`config.mk`:
```
export PLATFORM = sky130hd
export DESIGN_NAME = mmio_uart_ctrl
export DESIGN_NICKNAME = d
export VERILOG_FILES = /design/src/rtl/mmio_uart_ctrl.sv
export SDC_FILE = /design/constraint.sdc
export NUM_CORES = 1
export LEC_CHECK = 0
export BUFFER_PORTS_ARGS = -buffer_cell sky130_fd_sc_hd__buf_4
export CAP_MARGIN = 15
export CORE_UTILIZATION = 41
export CTS_CLUSTER_DIAMETER = 120
export DETAILED_ROUTE_END_ITERATION = 6
export PLACE_DENSITY = 0.68
export SLEW_MARGIN = 20
export SYNTH_ARGS = -nofsm -noshare
export SYNTH_HDL_FRONTEND = slang
export SYNTH_SLANG_ARGS = --single-unit
```
`constraint.sdc`:
```
create_clock -name clk -period 5 [get_ports clk]
set_clock_uncertainty 0.05 [all_clocks]
set_input_delay 0.25 -clock clk [delete_from_list [all_inputs] [get_ports clk]]
set_output_delay 0.25 -clock clk [all_outputs]
set_load 0.005 [all_outputs]
```
`src/rtl/mmio_uart_ctrl.sv`:
```
// mmio_uart_ctrl: memory-mapped control block for a byte UART.
//
// Decodes a 64 KiB region tagged by address[31:16] == BASE and exposes:
//   0x00 TXDATA  (W)   push a byte into the TX FIFO; reads return 0
//   0x04 RXDATA  (R)   received byte; a read clears rx_full
//   0x08 STATUS  (R/W1C) {tx_overflow, tx_busy, rx_overrun, rx_full, tx_empty, tx_full}
//   0x0C BAUD    (R/W) 16-bit divider, mirrored on baud_tick_max
//   0x10 IRQ_EN  (R/W) bits [1:0], only when MMIO_UART_IRQ_EN is defined
// A transmit FSM drains the FIFO into the UART, one tx_start strobe per byte.
//
// Ports:
//   clk, n_reset           clock, synchronous active-low reset
//   address, wdata, rdata  CPU bus (rdata is combinational)
//   memory_read/write      level requests; side effects on the first cycle only
//   tx_start, tx_data_in   transmit strobe and byte to the UART
//   tx_busy                UART transmitter busy
//   rx_valid, rx_data      received-byte strobe and byte
//   baud_tick_max          BAUD register
//   irq                    interrupt request (constant 0 unless MMIO_UART_IRQ_EN)
//
// Build option: define MMIO_UART_IRQ_EN to add the IRQ_EN register and irq logic.
module mmio_uart_ctrl #(
  parameter logic [15:0] BASE       = 16'h0003,
  parameter int unsigned TXF_DEPTH  = 4,
  parameter logic [15:0] BAUD_RESET = 16'd433
) (
  input  logic        clk,
  input  logic        n_reset,
  input  logic [31:0] address,
  input  logic [31:0] wdata,
  output logic [31:0] rdata,
  input  logic        memory_read,
  input  logic        memory_write,
  output logic        tx_start,
  output logic [7:0]  tx_data_in,
  input  logic        tx_busy,
  input  logic        rx_valid,
  input  logic [7:0]  rx_data,
  output logic [15:0] baud_tick_max,
  output logic        irq
);

  localparam int unsigned PtrW = $clog2(TXF_DEPTH);
  localparam int unsigned CntW = PtrW + 1;
  localparam logic [CntW-1:0] DepthCnt = CntW'(TXF_DEPTH);

  localparam logic [15:0] OffTxData = 16'h0000;
  localparam logic [15:0] OffRxData = 16'h0004;
  localparam logic [15:0] OffStatus = 16'h0008;
  localparam logic [15:0] OffBaud   = 16'h000C;
  localparam logic [15:0] OffIrqEn  = 16'h0010;

  typedef enum logic [1:0] {StIdle, StLoad, StWaitBusy, StWaitDone} tx_state_e;

  // Bus decode and first-cycle strobes
  logic        hit;
  logic [15:0] offset;
  logic        rd_q, wr_q;
  logic        rd_stb, wr_stb;

  assign hit    = (address[31:16] == BASE);
  assign offset = address[15:0];
  assign rd_stb = memory_read & hit & ~rd_q;
  assign wr_stb = memory_write & hit & ~wr_q;

  logic unused_wdata;
  assign unused_wdata = ^wdata[31:16];

  // State
  tx_state_e       state_q;
  logic [7:0]      fifo_mem [TXF_DEPTH];
  logic [PtrW-1:0] wr_ptr_q, wr_ptr_d;
  logic [PtrW-1:0] rd_ptr_q, rd_ptr_d;
  logic [CntW-1:0] count_q, count_d;
  logic [7:0]      rx_hold_q, rx_hold_d;
  logic            rx_full_q, rx_full_d;
  logic            rx_overrun_q, rx_overrun_d;
  logic            tx_overflow_q, tx_overflow_d;
  logic [15:0]     baud_q, baud_d;

  logic tx_full, tx_empty;
  logic push_req, push_ok, pop;
  logic rx_rd, status_wr;

  assign tx_full   = (count_q == DepthCnt);
  assign tx_empty  = (count_q == '0);
  assign push_req  = wr_stb && (offset == OffTxData);
  // A full FIFO still accepts a byte in the cycle the FSM pops one.
  assign pop       = (state_q == StLoad) && !tx_empty;
  assign push_ok   = push_req && (!tx_full || pop);
  assign rx_rd     = rd_stb && (offset == OffRxData);
  assign status_wr = wr_stb && (offset == OffStatus);

  assign baud_tick_max = baud_q;

  always_comb begin
    wr_ptr_d      = wr_ptr_q;
    rd_ptr_d      = rd_ptr_q;
    count_d       = count_q;
    rx_hold_d     = rx_hold_q;
    rx_full_d     = rx_full_q;
    rx_overrun_d  = rx_overrun_q;
    tx_overflow_d = tx_overflow_q;
    baud_d        = baud_q;

    if (push_ok) wr_ptr_d = wr_ptr_q + 1'b1;
    if (pop)     rd_ptr_d = rd_ptr_q + 1'b1;
    unique case ({push_ok, pop})
      2'b10:   count_d = count_q + 1'b1;
      2'b01:   count_d = count_q - 1'b1;
      default: count_d = count_q;
    endcase

    if (rx_rd) rx_full_d = 1'b0;
    if (status_wr && wdata[3]) rx_overrun_d  = 1'b0;
    if (status_wr && wdata[5]) tx_overflow_d = 1'b0;

    // A new byte wins over a same-cycle read; the read already returned the old byte.
    if (rx_valid) begin
      rx_hold_d = rx_data;
      rx_full_d = 1'b1;
      if (rx_full_q && !rx_rd) rx_overrun_d = 1'b1;
    end

    if (push_req && !push_ok) tx_overflow_d = 1'b1;

    if (wr_stb && (offset == OffBaud)) baud_d = wdata[15:0];
  end

  always_ff @(posedge clk) begin
    if (!n_reset) begin
      rd_q          <= 1'b0;
      wr_q          <= 1'b0;
      wr_ptr_q      <= '0;
      rd_ptr_q      <= '0;
      count_q       <= '0;
      rx_hold_q     <= 8'h00;
      rx_full_q     <= 1'b0;
      rx_overrun_q  <= 1'b0;
      tx_overflow_q <= 1'b0;
      baud_q        <= BAUD_RESET;
    end else begin
      rd_q          <= memory_read;
      wr_q          <= memory_write;
      wr_ptr_q      <= wr_ptr_d;
      rd_ptr_q      <= rd_ptr_d;
      count_q       <= count_d;
      rx_hold_q     <= rx_hold_d;
      rx_full_q     <= rx_full_d;
      rx_overrun_q  <= rx_overrun_d;
      tx_overflow_q <= tx_overflow_d;
      baud_q        <= baud_d;
    end
  end

  // Storage only; validity is tracked by the pointers and count.
  always_ff @(posedge clk) begin
    if (push_ok) fifo_mem[wr_ptr_q] <= wdata[7:0];
  end

  // Transmit FSM with registered strobe and data
  always_ff @(posedge clk) begin
    if (!n_reset) begin
      state_q    <= StIdle;
      tx_start   <= 1'b0;
      tx_data_in <= 8'h00;
    end else begin
      tx_start <= 1'b0;
      unique case (state_q)
        StIdle: begin
          if (!tx_empty && !tx_busy) state_q <= StLoad;
        end
        StLoad: begin
          tx_start   <= 1'b1;
          tx_data_in <= fifo_mem[rd_ptr_q];
          state_q    <= StWaitBusy;
        end
        StWaitBusy: begin
          if (tx_busy) state_q <= StWaitDone;
        end
        StWaitDone: begin
          if (!tx_busy) state_q <= StIdle;
        end
        default: state_q <= StIdle;
      endcase
    end
  end

`ifdef MMIO_UART_IRQ_EN
  logic [1:0] irq_en_q;

  always_ff @(posedge clk) begin
    if (!n_reset) begin
      irq_en_q <= 2'b00;
      irq      <= 1'b0;
    end else begin
      if (wr_stb && (offset == OffIrqEn)) irq_en_q <= wdata[1:0];
      irq <= (irq_en_q[0] & rx_full_q) |
             (irq_en_q[1] & tx_empty & (state_q == StIdle));
    end
  end
`else
  assign irq = 1'b0;
`endif

  // Read mux
  always_comb begin
    rdata = 32'h0;
    if (memory_read && hit) begin
      case (offset)
        OffRxData: rdata = {24'h0, rx_hold_q};
        OffStatus: rdata = {26'h0, tx_overflow_q, tx_busy, rx_overrun_q,
                            rx_full_q, tx_empty, tx_full};
        OffBaud:   rdata = {16'h0, baud_q};
`ifdef MMIO_UART_IRQ_EN
        OffIrqEn:  rdata = {30'h0, irq_en_q};
`endif
        default:   rdata = 32'h0;
      endcase
    end
  end

endmodule

```
# --- Yosys cells after proc, flatten, opt, wreduce, memory -nomap -nowiden ---
# Memories as Yosys holds them, arrays and structs flattened. A register that Yosys moved wholly into a read port is not among the register bits.
# Cells that the tools add are included.
classes:
  addsub: 4
  eq_ne: 13
  n_mux: 17
  bitwise: 6
  n_reduce_logical: 26
op_table:
  columns: ["cell", "n"]
  rows:
  - ["$pmux 16 s3", 1]
  - ["$eq 16x4->1 const B", 2]
  - ["$eq 16x2->1 const B", 1]
  - ["$eq 16x3->1 const B", 1]
  - ["$logic_not 16->1", 1]
  - ["$mux 16", 1]
  - ["$logic_and 1x1->1", 12]
  - ["$mux 1", 10]
  - ["$pmux 2 s4", 1]
  - ["$eq 2x2->1 const B", 3]
  - ["$logic_not 1->1", 6]
  - ["$mux 2", 3]
  - ["$ne 2x2->1 const B", 3]
  - ["$pmux 3 s2", 1]
  - ["$reduce_bool 2->1", 3]
  - ["$add 2x1->2 const B", 2]
  - ["$and 1x1->1", 4]
  - ["$eq 2x1->1 const B", 2]
  - ["$add 3x1->3 const B", 1]
  - ["$eq 3x3->1 const B", 1]
  - ["$logic_not 3->1", 1]
  - ["$reduce_and 3->1", 1]
  - ["$sub 3x1->3 const B", 1]
  - ["$logic_not 2->1", 1]
  - ["other kinds (2)", 3]
word_totals:
  regBits: 39
  ramBits: 32
  input_bits: 78
  out_inout_bits: 58
  elab_cells: 79
  n_memories: 1
mem_list:
  columns: ["name", "words", "width", "rd", "rd_clocked_by_memory_dff", "write_ports", "line_no", "rtl"]
  rows:
  - ["fifo_mem", 4, 8, 1, 1, 1, "71", "logic [7:0] fifo_mem [TXF_DEPTH];"]

# --- Longest topological paths before layout ---
# Gate-level depths: netlist (run 1).
depth:
  ltp_word: 8
  depth_mapped: 9
  depth_no_buf: 8

# --- Worst setup path after synthesis (run 1) ---
# Ideal clock, no wire load.
synth_path:
  kind: "input port to flip-flop"
  start: "input port address[26]"
  end: "register count_q[2]"
  setup_time_ns: 0.072
  t_arrival_ns: 1.931
  required_ns: 4.878
  path_slack_ns: 2.947
  path_stages: 9
  n_path_buf: 1
  path_cell_list: "nor4_1 -> and4_1 -> buf_6 -> and4_4 -> nor2_1 -> fa_1 -> and3_1 -> mux2i_1 -> mux2i_1"
synth_between:
  elab_chain_len: 7
  word_cells_on_any_way: 9
  cone_classes: "3 x eq/ne; 1 x mux; 2 x bitwise; 3 x reduce/logical"
synth_rtl:
  columns: ["item", "line_no", "rtl"]
  rows:
  - ["start: declaration", "29", "input logic [31:0] address,"]
  - ["$eq 16x2->1 *", "61", "assign hit = (address[31:16] == BASE);"]
  - ["$and 1x1->1 * (2 in a row)", "64", "assign wr_stb = memory_write & hit & ~wr_q;"]
  - ["$logic_and 1x1->1 *", "87", "assign push_req = wr_stb && (offset == OffTxData);"]
  - ["$logic_and 1x1->1 *", "90", "assign push_ok = push_req && (!tx_full || pop);"]
  - ["$eq 2x1->1 / $eq 2x2->1 (equally long branches)", "108", "unique case ({push_ok, pop})"]
  - ["$pmux 3 s2 / $reduce_bool 2->1 (equally long branches)", null, null]
  - ["end signal: assignment", "147", "count_q <= count_d;"]
  - ["end: declaration", "74", "logic [CntW-1:0] count_q, count_d;"]
# Mark *: on every way between the ends. The rest lies on a longest branch, timed or not.
# A chain may end at the register's enable or synchronous reset.

# --- Worst setup path in the final report (run 1) ---
layout_path:
  start: "register state_q[1]"
  end: "register count_q[2]"
layout_between:
  elab_chain_len: 6
  word_cells_on_any_way: 8
  cone_classes: "3 x eq/ne; 1 x mux; 4 x reduce/logical"
layout_rtl:
  columns: ["item", "line_no", "rtl"]
  rows:
  - ["start: declaration", "70", "tx_state_e state_q;"]
  - ["start signal: assignment", "164", "state_q <= StIdle;"]
  - ["start signal: assignment", "171", "if (!tx_empty && !tx_busy) state_q <= StLoad;"]
  - ["start signal: assignment", "176", "state_q <= StWaitBusy;"]
  - ["$eq 2x1->1 *", "89", "assign pop = (state_q == StLoad) && !tx_empty;"]
  - ["$logic_and 1x1->1 *", "89", null]
  - ["$logic_or 1x1->1", "90", null]
  - ["$logic_and 1x1->1", "90", null]
  - ["$eq 2x1->1 / $eq 2x2->1 (equally long branches)", "108", null]
  - ["$pmux 3 s2 / $reduce_bool 2->1 (equally long branches)", null, null]
# Marks and branches as above.

==> results of run 1 <==
## power breakdown
part           internal [µW]  switching, µW
Sequential               686           9.17
Combinational           72.2           64.8
Clock                    231            229
Total                    989            303
## worst max path at each step
stage / start / endpoint / cells after the start
finish: state_q[1] / count_q[2] / 8
global route: state_q[1] / count_q[2] / 8
CTS: state_q[1] / count_q[2] / 8
detailed placement: address[18] / count_q[2] / 9
global placement: address[18] / count_q[2] / 9
floorplan: address[26] / count_q[2] / 9
## state kept, by name (all words and copies together) (netlist names)
register,count
rx_hold_q,8
rd_q,1
rd_ptr_q,2
baud_tick_max,16
tx_start,1
wr_ptr_q,2
fifo_mem,32
rx_full_q,1
count_q,3
wr_q,1
tx_overflow_q,1
state_q,2
rx_overrun_q,1
tx_data_in,8
## logic make-up after synthesis
logic type,Yosys count,synth area share
mux,52,0.170
fa+ha+maj,10,0.0364
compound gates,24,0.0415
buf+inv,40,0.0662
flops,79,0.522
simple gates,105,0.158
xor+xnor,2,0.00481
other cells,1,0.00103
## Yosys cell counts, drive strengths merged
cell type / number / area, µm²
nand4: 1 / 21.3
o311ai: 1 / 8.76
xor2: 2 / 17.5
nor4b: 2 / 32.5
a22oi: 1 / 7.51
a2bb2oi: 1 / 8.76
and3: 5 / 36.3
nand4b: 1 / 8.76
o31ai: 1 / 7.51
a211oi: 1 / 7.51
nor2: 45 / 169
edfxtp: 32 / 961
and4b: 1 / 10.0
and4: 4 / 38.8
nor2b: 1 / 6.26
or3: 1 / 6.26
fa: 1 / 20.0
dfxtp: 47 / 941
clkbuf: 4 / 15.0
nor4: 6 / 37.5
a21oi: 12 / 63.8
and4bb: 1 / 12.5
mux2i: 44 / 440
a21o: 1 / 7.51
nor3b: 2 / 15.0
nand3: 4 / 25.0
ha: 9 / 113
conb: 1 / 3.75
buf: 27 / 193
mux4: 8 / 180
and2: 12 / 75.1
nand2: 15 / 56.3
nor3: 1 / 5.00
inv: 8 / 30.0
a311oi: 1 / 15.0
nand2b: 2 / 12.5
o21ai: 5 / 25.0
and2b: 1 / 8.76
clkinv: 1 / 3.75
## metrics by stage
stage | setup slack, ns | hold slack, ns | instance area (µm²)
CTS | 2.66 | 0.0447 | 4590
detailed placement | 2.57 | 0.416 | 4400
global placement | 2.60 | 0.410 | 4400
finish | 2.71 | 0.0585 | 4590
floorplan | 2.95 | 0.299 | 3710
global route | 2.54 | 0.0423 | 4590
## cells in the final DEF, fill, tap and decap left out, drive strengths merged, types with 2 or more instances in the layout
cell	count
and3	5
nor2	45
and4	4
nor3b	2
buf	102
mux4	8
nand2b	2
ha	9
inv	9
nand2	15
edfxtp	32
conb	17
nand3	4
xor2	2
a21oi	12
mux2i	44
clkinvlp	2
dfxtp	47
clkinv	2
clkbuf	11
o21ai	5
nor4	6
and2	12
nor4b	2
## critical path, stage by stage (launching register included)
cell and delay [ns]:
dfxtp_1 0.37, inv_1 0.09, ha_1 0.43, nand2_1 0.28, nor2_1 0.09, fa_1 0.38, and3_1 0.16, mux2i_1 0.18
mux2i_1 0.19
## layout make-up
cell class | instances | area (µm²) | share of cell area
Sequential cell | 79 | 1900 | 0.415
Multi-Input combinational cell | 210 | 1560 | 0.341
Timing Repair Buffer | 102 | 766 | 0.167
Tap cell | 108 | 135 | 0.0295
Clock buffer | 11 | 131 | 0.0286
Clock inverter | 5 | 57.6 | 0.0125
Inverter | 9 | 33.8 | 0.00736
## metal layers
layer | share of wire | GRT usage | wire length (µm)
met5 | 0 | 0 | 0
met3 | 0.065 | 0.0569 | 506
met4 | 0.016 | 0.0564 | 123
met2 | 0.51 | 0.320 | 3970
met1 | 0.41 | 0.203 | 3230
==> results.yml, run 1 <==
job:
  maxCapViolCount: 0
power:
  finalPower_uw: 1290
  p_per_area_mw_per_mm2: 282
  peakVddDrop_uv: 130
  p_leak_uw: 0.00202
setup_path:
  startpoint_type: "register"
  cp.arrival_ns: 2.52
  r2r_end: "count_q[2]"
  required_ns: 5.23
  criticalPathCategory: "reg -> reg"
  r2r_slack_ns: 2.71
  worstSetupEndpointType: "register"
  crit_fanout: 12
  worstRegToRegCells: 8
  rr_startpoint: "state_q[1]"
clock_network:
  clockBufferDepth: 2
  cts_resized: 0
  cts-root-buf: "clkbuf_8"
  postCtsSetupBuffers: 0
  clkTransAtPathRegs_ns: 0.08
  cts_buffers: 9
  clock_sinks: 79
  h-tree-depth: 3
  cts_tree: "yes"
  cts_hold_buf: 0
  clk_latency_ns: 0.35
floorplan:
  ioPinCount: 136
  fp.dieH_um: 96.3
  placementRows: 34
  die_w_um: 96.3
  initial_core_util: 0.420
  dieArea_mm2: 0.00927
  core-area_mm2: 0.00868
route:
  vias: 2596
  drtAntennaViolNets: 0
  drt_iter0_drc: 68
  viasPerCell: 4.95
  finalWirelength_mm: 7.83
  remaining_drc_errors: 0
  wl_per_cell_um: 14.9
  drtPass1Iterations: 4
placement:
  hpwl_mm: 5.74
  dp_cells: 508
  port_buffers: 102
  place_congestion: 0.817
sta:
  setup-tns-final_ns: 0
  post-route-period-util: 0.458
  finalHoldViolations: 0
  maxSlewHeadroom: 0.296
  setup_viol: 0
  fmax_mhz: 436
  tightestPinTransition_ns: 1.05
  finalMaxSlewViolations: 0
  grt_setup_unrepaired: "false"
  min_period_ns: 2.29
finish:
  diodes: 0
  instances_no_fill: 524
  final_core_util: 0.529
  area_growth_pct: 25.8
  fin_nets: 499
  drive_gt1_frac: 0.327
  nFillCells: 779
synthesis:
  synth.avg_cell_area_um2: 11.6
  ys_warn_count: 0
  ys_seq_area_frac: 0.522
  synth_seq_cells: 79
  synthCells: 313
  ys_types: 48
  synth_area_mm2: 0.00365
worst_hold_path:
  hp-start: "wdata[0]"
  hold_path.class: "in -> reg"
  hold_depth: 1
  hold_path_end: "fifo_mem[2][0]"
grt:
  grt-ovfl-total: 0
  antenna_found_initial: 0
  grt_pass1_wl_mm: 12.1
  grt_start_max_net_pins: 36
  grt_pass1_vias: 2492
  grtUsageTotal: 0.179
run_status:
  status: "completed"
No activity file was read; power rests on OpenSTA's default activity.
==> run 2: changes to the inputs <==
Settings changed: ABC_AREA set to 1, PLACE_DENSITY 0.68 to 0.71.
Clock period 5 ns to 1.96 ns, I/O delays scaled along.
==> run 2 against run 1 <==
Final cell count up 35%. First-iteration DRC count is 79% higher. Critical path depth shrank 2. Count of clock-buffer cells in the layout decreased by 1. Die area up 2.7%. Combinational power rose to 4.3 times the previous value. Routed wire length rose by 13%. Design area grew 11%. Sequential power grew to 2.7 times the previous value. Global-route usage rose by 1.1 points. Clock power rose by 130%. Fmax rose by 20%. Largest cell class unchanged. Largest power group unchanged.
==> results.yml, run 2 <==
power:
  power_frac_seq: 0.533
  switching_power_uw: 923
  p_leak_uw: 0.00233
  p_int_uw: 2570
  pwr-share-clk: 0.300
  p_comb_frac: 0.167
  peakVddDrop_uv: 371
  p_per_area_mw_per_mm2: 687
  swShare: 0.265
  finalPower_uw: 3490
floorplan:
  initial_core_util: 0.427
  die_w_um: 97.6
  core-area_mm2: 0.00876
  fp.dieH_um: 97.6
  dieArea_mm2: 0.00952
  ioPinCount: 136
  placementRows: 34
route:
  vias: 3329
  drtAntennaViolNets: 0
  remaining_drc_errors: 0
  drtPass1Iterations: 4
  wl_per_cell_um: 12.5
  drt_iter0_drc: 122
  viasPerCell: 4.71
  finalWirelength_mm: 8.82
finish:
  drive_gt1_frac: 0.265
  instances_no_fill: 707
  top_register: "fifo_mem"
  largest_reg_flops: 32
  fin_nets: 682
  final_common_cell: "buf_4"
  final_core_util: 0.579
  diodes: 0
  layout_common_cells: "119 x buf_4, 109 x nor2_1, 51 x o21ai_0"
  area_growth_pct: 35.5
clock_network:
  postCtsSetupBuffers: 0
  h-tree-depth: 3
  cts-root-buf: "clkbuf_8"
  clock_sinks: 79
  clockBufferDepth: 2
  cts_tree: "yes"
  clkTransAtPathRegs_ns: 0.08
  cts_buffers: 9
  clk_latency_ns: 0.35
synthesis:
  synthCells: 451
  synth_edf_count: 32
  synth_seq_cells: 79
  synth_top_area_frac: 0.257
  ys_seq_area_frac: 0.508
  synthArstFlopShare: 0
  ys_types: 40
  yosysMostFrequentCell: "nor2_1"
  synth_common_cells: "111 x nor2_1, 52 x o21ai_0, 51 x nand2_1"
  synth.avg_cell_area_um2: 8.31
  ys_top_cells_by_area: "edfxtp_1 26%, dfxtp_1 25%, nor2_1 11%"
  synth_area_leader_cell: "edfxtp_1"
  synth_area_mm2: 0.00375
  synth_flop_cell: "dfxtp_1"
  ys_warn_count: 0
sta:
  setup-tns-final_ns: 0
  finalMaxSlewViolations: 0
  finalHoldViolations: 0
  min_period_ns: 1.91
  grt_setup_unrepaired: "true"
  tightestPinTransition_ns: 0.781
  maxSlewHeadroom: 0.477
  fmax_mhz: 523
  post-route-period-util: 0.976
  setup_ws_ns: 0.0479
  setup_viol: 0
setup_path:
  slowest_delay_ns: 0.61
  required_ns: 1.89
  startpoint_type: "register"
  slowest_stage: "nor2_1"
  crit_top_cell: "inv_1"
  cp_cell_sequence: "inv_1 -> ha_1 -> nand2_2 -> inv_1 -> o21ai_2 -> nor2_1"
  criticalPathCategory: "reg -> reg"
  cp.arrival_ns: 1.84
  worstSetupEndpointType: "register"
  crit_fanout: 8
placement:
  port_buffers: 102
  hpwl_mm: 6.26
  place_ws_ns: -0.0559
  place_congestion: 0.787
  dp_cells: 665
worst_hold_path:
  hold_path.class: "in -> reg"
grt:
  grtUsageTotal: 0.191
  grt_pass1_vias: 3184
  grt_start_max_net_pins: 36
  met2_usage: 0.329
  grt_pass1_wl_mm: 14.6
  grt_busiest_layer: "met2"
  grt-ovfl-total: 0
  grt_util_met1: 0.232
  grt_use_met3: 0.0496
  antenna_found_initial: 0
run_status:
  status: "completed"
job:
  maxCapViolCount: 0
[run 2: cell count changes in the layout (fill, tap and decap cells not counted), sizes merged, moves of 9 or more]
cell and change:
and2 -12, inv +44, nor2 +71, dlygate4sd3 +26, o21ai +50, mux2i -44, nand2 +39, buf +17
nand3 +9
[run 2: final cells by class]
cell class,count,area (µm²)
tap,108,135
multi-input combinational,303,1510
clock inverter,6,37.5
timing repair buffer,145,1150
sequential,79,1900
fill,789,3690
inverter,56,213
clock buffer,10,128
[run 2: per-stage QoR]
stage	instance area (µm²)	hold slack [ns]
3_3_place_gp	4640	0.235
4_1_cts	5070	0.0219
6_report	5080	0.0313
5_1_grt	5080	0.0481
2_1_floorplan	3810	0.141
3_5_place_dp	4640	0.244
[run 2: repair_timing]
item / CTS / global route
setup endpoints to repair: 8 / 27
hold buffers: 26 / 0
hold endpoints to repair: 56 / 0
gates resized for setup: 1 / 4
[run 2: worst paths after layout]
check / start / end / slack [ns] / cells past startpoint
worst max-delay path: state_q[1] / fifo_mem[0][5] / 0.05 / 6
worst min-delay path: rx_valid / rx_hold_q[3] / 0.03 / 3
worst max register to register: state_q[1] / fifo_mem[0][5] / 0.05 / 6
worst min register to register: baud_tick_max[8] / baud_tick_max[8] / 0.44 / 2
[run 2: kinds of logic after synthesis]
kind of cell             Yosys count  synth area share
AND/OR/NAND/NOR                  191             0.221
AO/OA/AOI/OAI                     85             0.127
buffers and inverters             85             0.108
flip-flops                        79             0.508
adder cells (fa/ha/maj)           10            0.0354
other                              1           0.00100
[run 2: metal layers]
layer | vias to the layer above | share of wire
met5 | - | 0
met4 | 0 | 0.013
met3 | 12 | 0.056
met2 | 111 | 0.48
met1 | 1499 | 0.45
li1 | 1707 | -
[run 2: power groups by stage]
stage / combinational [µW] / sequential (µW) / clock (µW)
CTS: 585 / 1860 / 1070
finish: 584 / 1860 / 1040
global placement: 519 / 1890 / 0
detailed placement: 542 / 1890 / 0
floorplan: 272 / 1890 / 0
global route: 665 / 1870 / 1130
[run 2: worst max-delay path: cells and delay by family (launching register included)]
family                     cells  cell delay, ns
adders and majority gates      1            0.19
DFF                            1            0.34
and+or+nand+nor                2            0.70
buffers and inverters          2            0.17
AOI/OAI and AO/OA              1            0.09
==> run 3: changes to the inputs <==
Settings changed: CORE_MARGIN set to 1, PLACE_DENSITY 0.71 to 0.68.
Clock period 1.96 ns to 1.9 ns, I/O delays scaled along.
==> run 3 against run 2 <==
Largest cell class unchanged. Sequential cell count unchanged. Via count down 0.33%. Critical endpoint is now count_q[2]. First-iteration DRC count up 5.7%. Power up 6.6%. Sequential share of layout area down 0.53 points.
==> results.yml, run 3 (synthesis gave the netlist of run 2 again) <==
run_status:
  status: "completed"
clock_network:
  cts_tree: "yes"
  clockBufferDepth: 2
  clock_sinks: 79
  h-tree-depth: 3
  clk_latency_ns: 0.34
  cts_buffers: 9
  clkTransAtPathRegs_ns: 0.08
  cts-root-buf: "clkbuf_8"
grt:
  grt_util_met1: 0.230
  grt_busiest_layer: "met2"
  grt_pass1_vias: 3204
  antenna_found_initial: 0
  grtUsageTotal: 0.188
  grt_start_max_net_pins: 36
  grt_use_met3: 0.0460
  met2_usage: 0.324
  grt_pass1_wl_mm: 14.4
  grt-ovfl-total: 0
route:
  viasPerCell: 4.66
  vias: 3318
  drtPass1Iterations: 4
  remaining_drc_errors: 0
  drtAntennaViolNets: 0
  wl_per_cell_um: 12.4
  finalWirelength_mm: 8.85
  drt_iter0_drc: 129
worst_hold_path:
  hold_depth: 3
  hold_path_end: "rx_hold_q[6]"
  hp-start: "rx_valid"
  hold_path.class: "in -> reg"
finish:
  final_common_cell: "buf_4"
  diodes: 0
  layout_common_cells: "124 x buf_4, 108 x nor2_1, 52 x o21ai_0"
  largest_reg_flops: 32
  nFillCells: 797
  final_core_util: 0.587
  fin_nets: 687
  top_register: "fifo_mem"
  drive_gt1_frac: 0.272
  area_growth_pct: 37.4
sta:
  setup-tns-final_ns: 0
  finalMaxSlewViolations: 0
  setup_viol: 0
  fmax_mhz: 554
  min_period_ns: 1.81
  whs_ns: 0.0315
  finalHoldViolations: 0
  grt_setup_unrepaired: "true"
  post-route-period-util: 0.950
  setup_ws_ns: 0.0945
setup_path:
  worstRegToRegCells: 12
  startpoint_type: "register"
  r2r_slack_ns: 0.09
  criticalPathCategory: "reg -> reg"
  rr_startpoint: "count_q[1]"
  worstSetupEndpointType: "register"
  cp.arrival_ns: 2.00
  r2r_end: "count_q[2]"
  crit_fanout: 4
  required_ns: 2.09
floorplan:
  placementRows: 34
  die_w_um: 97.6
  ioPinCount: 136
  fp.dieH_um: 97.6
  core-area_mm2: 0.00876
  initial_core_util: 0.427
  dieArea_mm2: 0.00952
power:
  p_leak_uw: 0.00237
  peakVddDrop_uv: 350
  p_per_area_mw_per_mm2: 722
job:
  maxCapViolCount: 0
placement:
  place_congestion: 0.777
  hpwl_mm: 6.25
  place_ws_ns: -0.0963
  port_buffers: 102
run 3: critical path, cell delays in order (launching register included):
cell      delay, ns
dfxtp_1        0.36
nor2_1         0.10
nand2_1        0.10
nand2_2        0.12
o21bai_4       0.14
inv_1          0.07
fa_1           0.38
inv_1          0.06
nand3_1        0.07
nand2_1        0.09
nand3_1        0.07
nand2_1        0.06
nor2_1         0.04
run 3: how the worst max path moves through the flow:
stage | startpoint | end | slack [ns] | cells after the start
6_report | count_q[1] | count_q[2] | 0.09 | 12
5_1_grt | count_q[1] | count_q[2] | -0.02 | 12
4_1_cts | state_q[1] | fifo_mem[2][7] | 0.005 | 6
3_5_place_dp | address[27] | fifo_mem[1][7] | -0.1 | 8
3_3_place_gp | address[11] | count_q[2] | -0.03 | 15
2_1_floorplan | state_q[1] | count_q[2] | 0.11 | 12
run 3: final cells by class:
type | count | area (µm²) | share of cell area
Clock buffer | 12 | 135 | 0.0263
Clock inverter | 4 | 46.3 | 0.00900
Inverter | 56 | 213 | 0.0413
Multi-Input combinational cell | 303 | 1520 | 0.296
Sequential cell | 79 | 1900 | 0.370
Tap cell | 108 | 135 | 0.0263
Timing Repair Buffer | 150 | 1190 | 0.231
run 3: what timing repair did:
action                                 in CTS  in global routing
resized for setup                           2                  5
endpoints found under the hold margin      56                  0
hold buffers                               26                  0
setup buffers                               0                  2
pin swaps                                   0                  1
setup endpoints to repair                  25                 18
run 3: where the power goes:
group | internal [µW] | switching [µW]
Combinational | 326 | 284
Sequential | 1860 | 51.6
Clock | 603 | 592
run 3: routing by layer:
layer,share of wire,up-vias
li1,-,1717
met1,0.45,1487
met2,0.49,105
met3,0.049,9
met4,0.010,0
met5,0,-
run 3: stage by stage:
stage | area, µm² | instances | power (µW)
global route | 5150 | 712 | 3900
CTS | 5110 | 710 | 3750
detailed placement | 4660 | 668 | 2520
finish | 5150 | 712 | 3720
floorplan | 3810 | 467 | 2230
global placement | 4660 | 668 | 2490
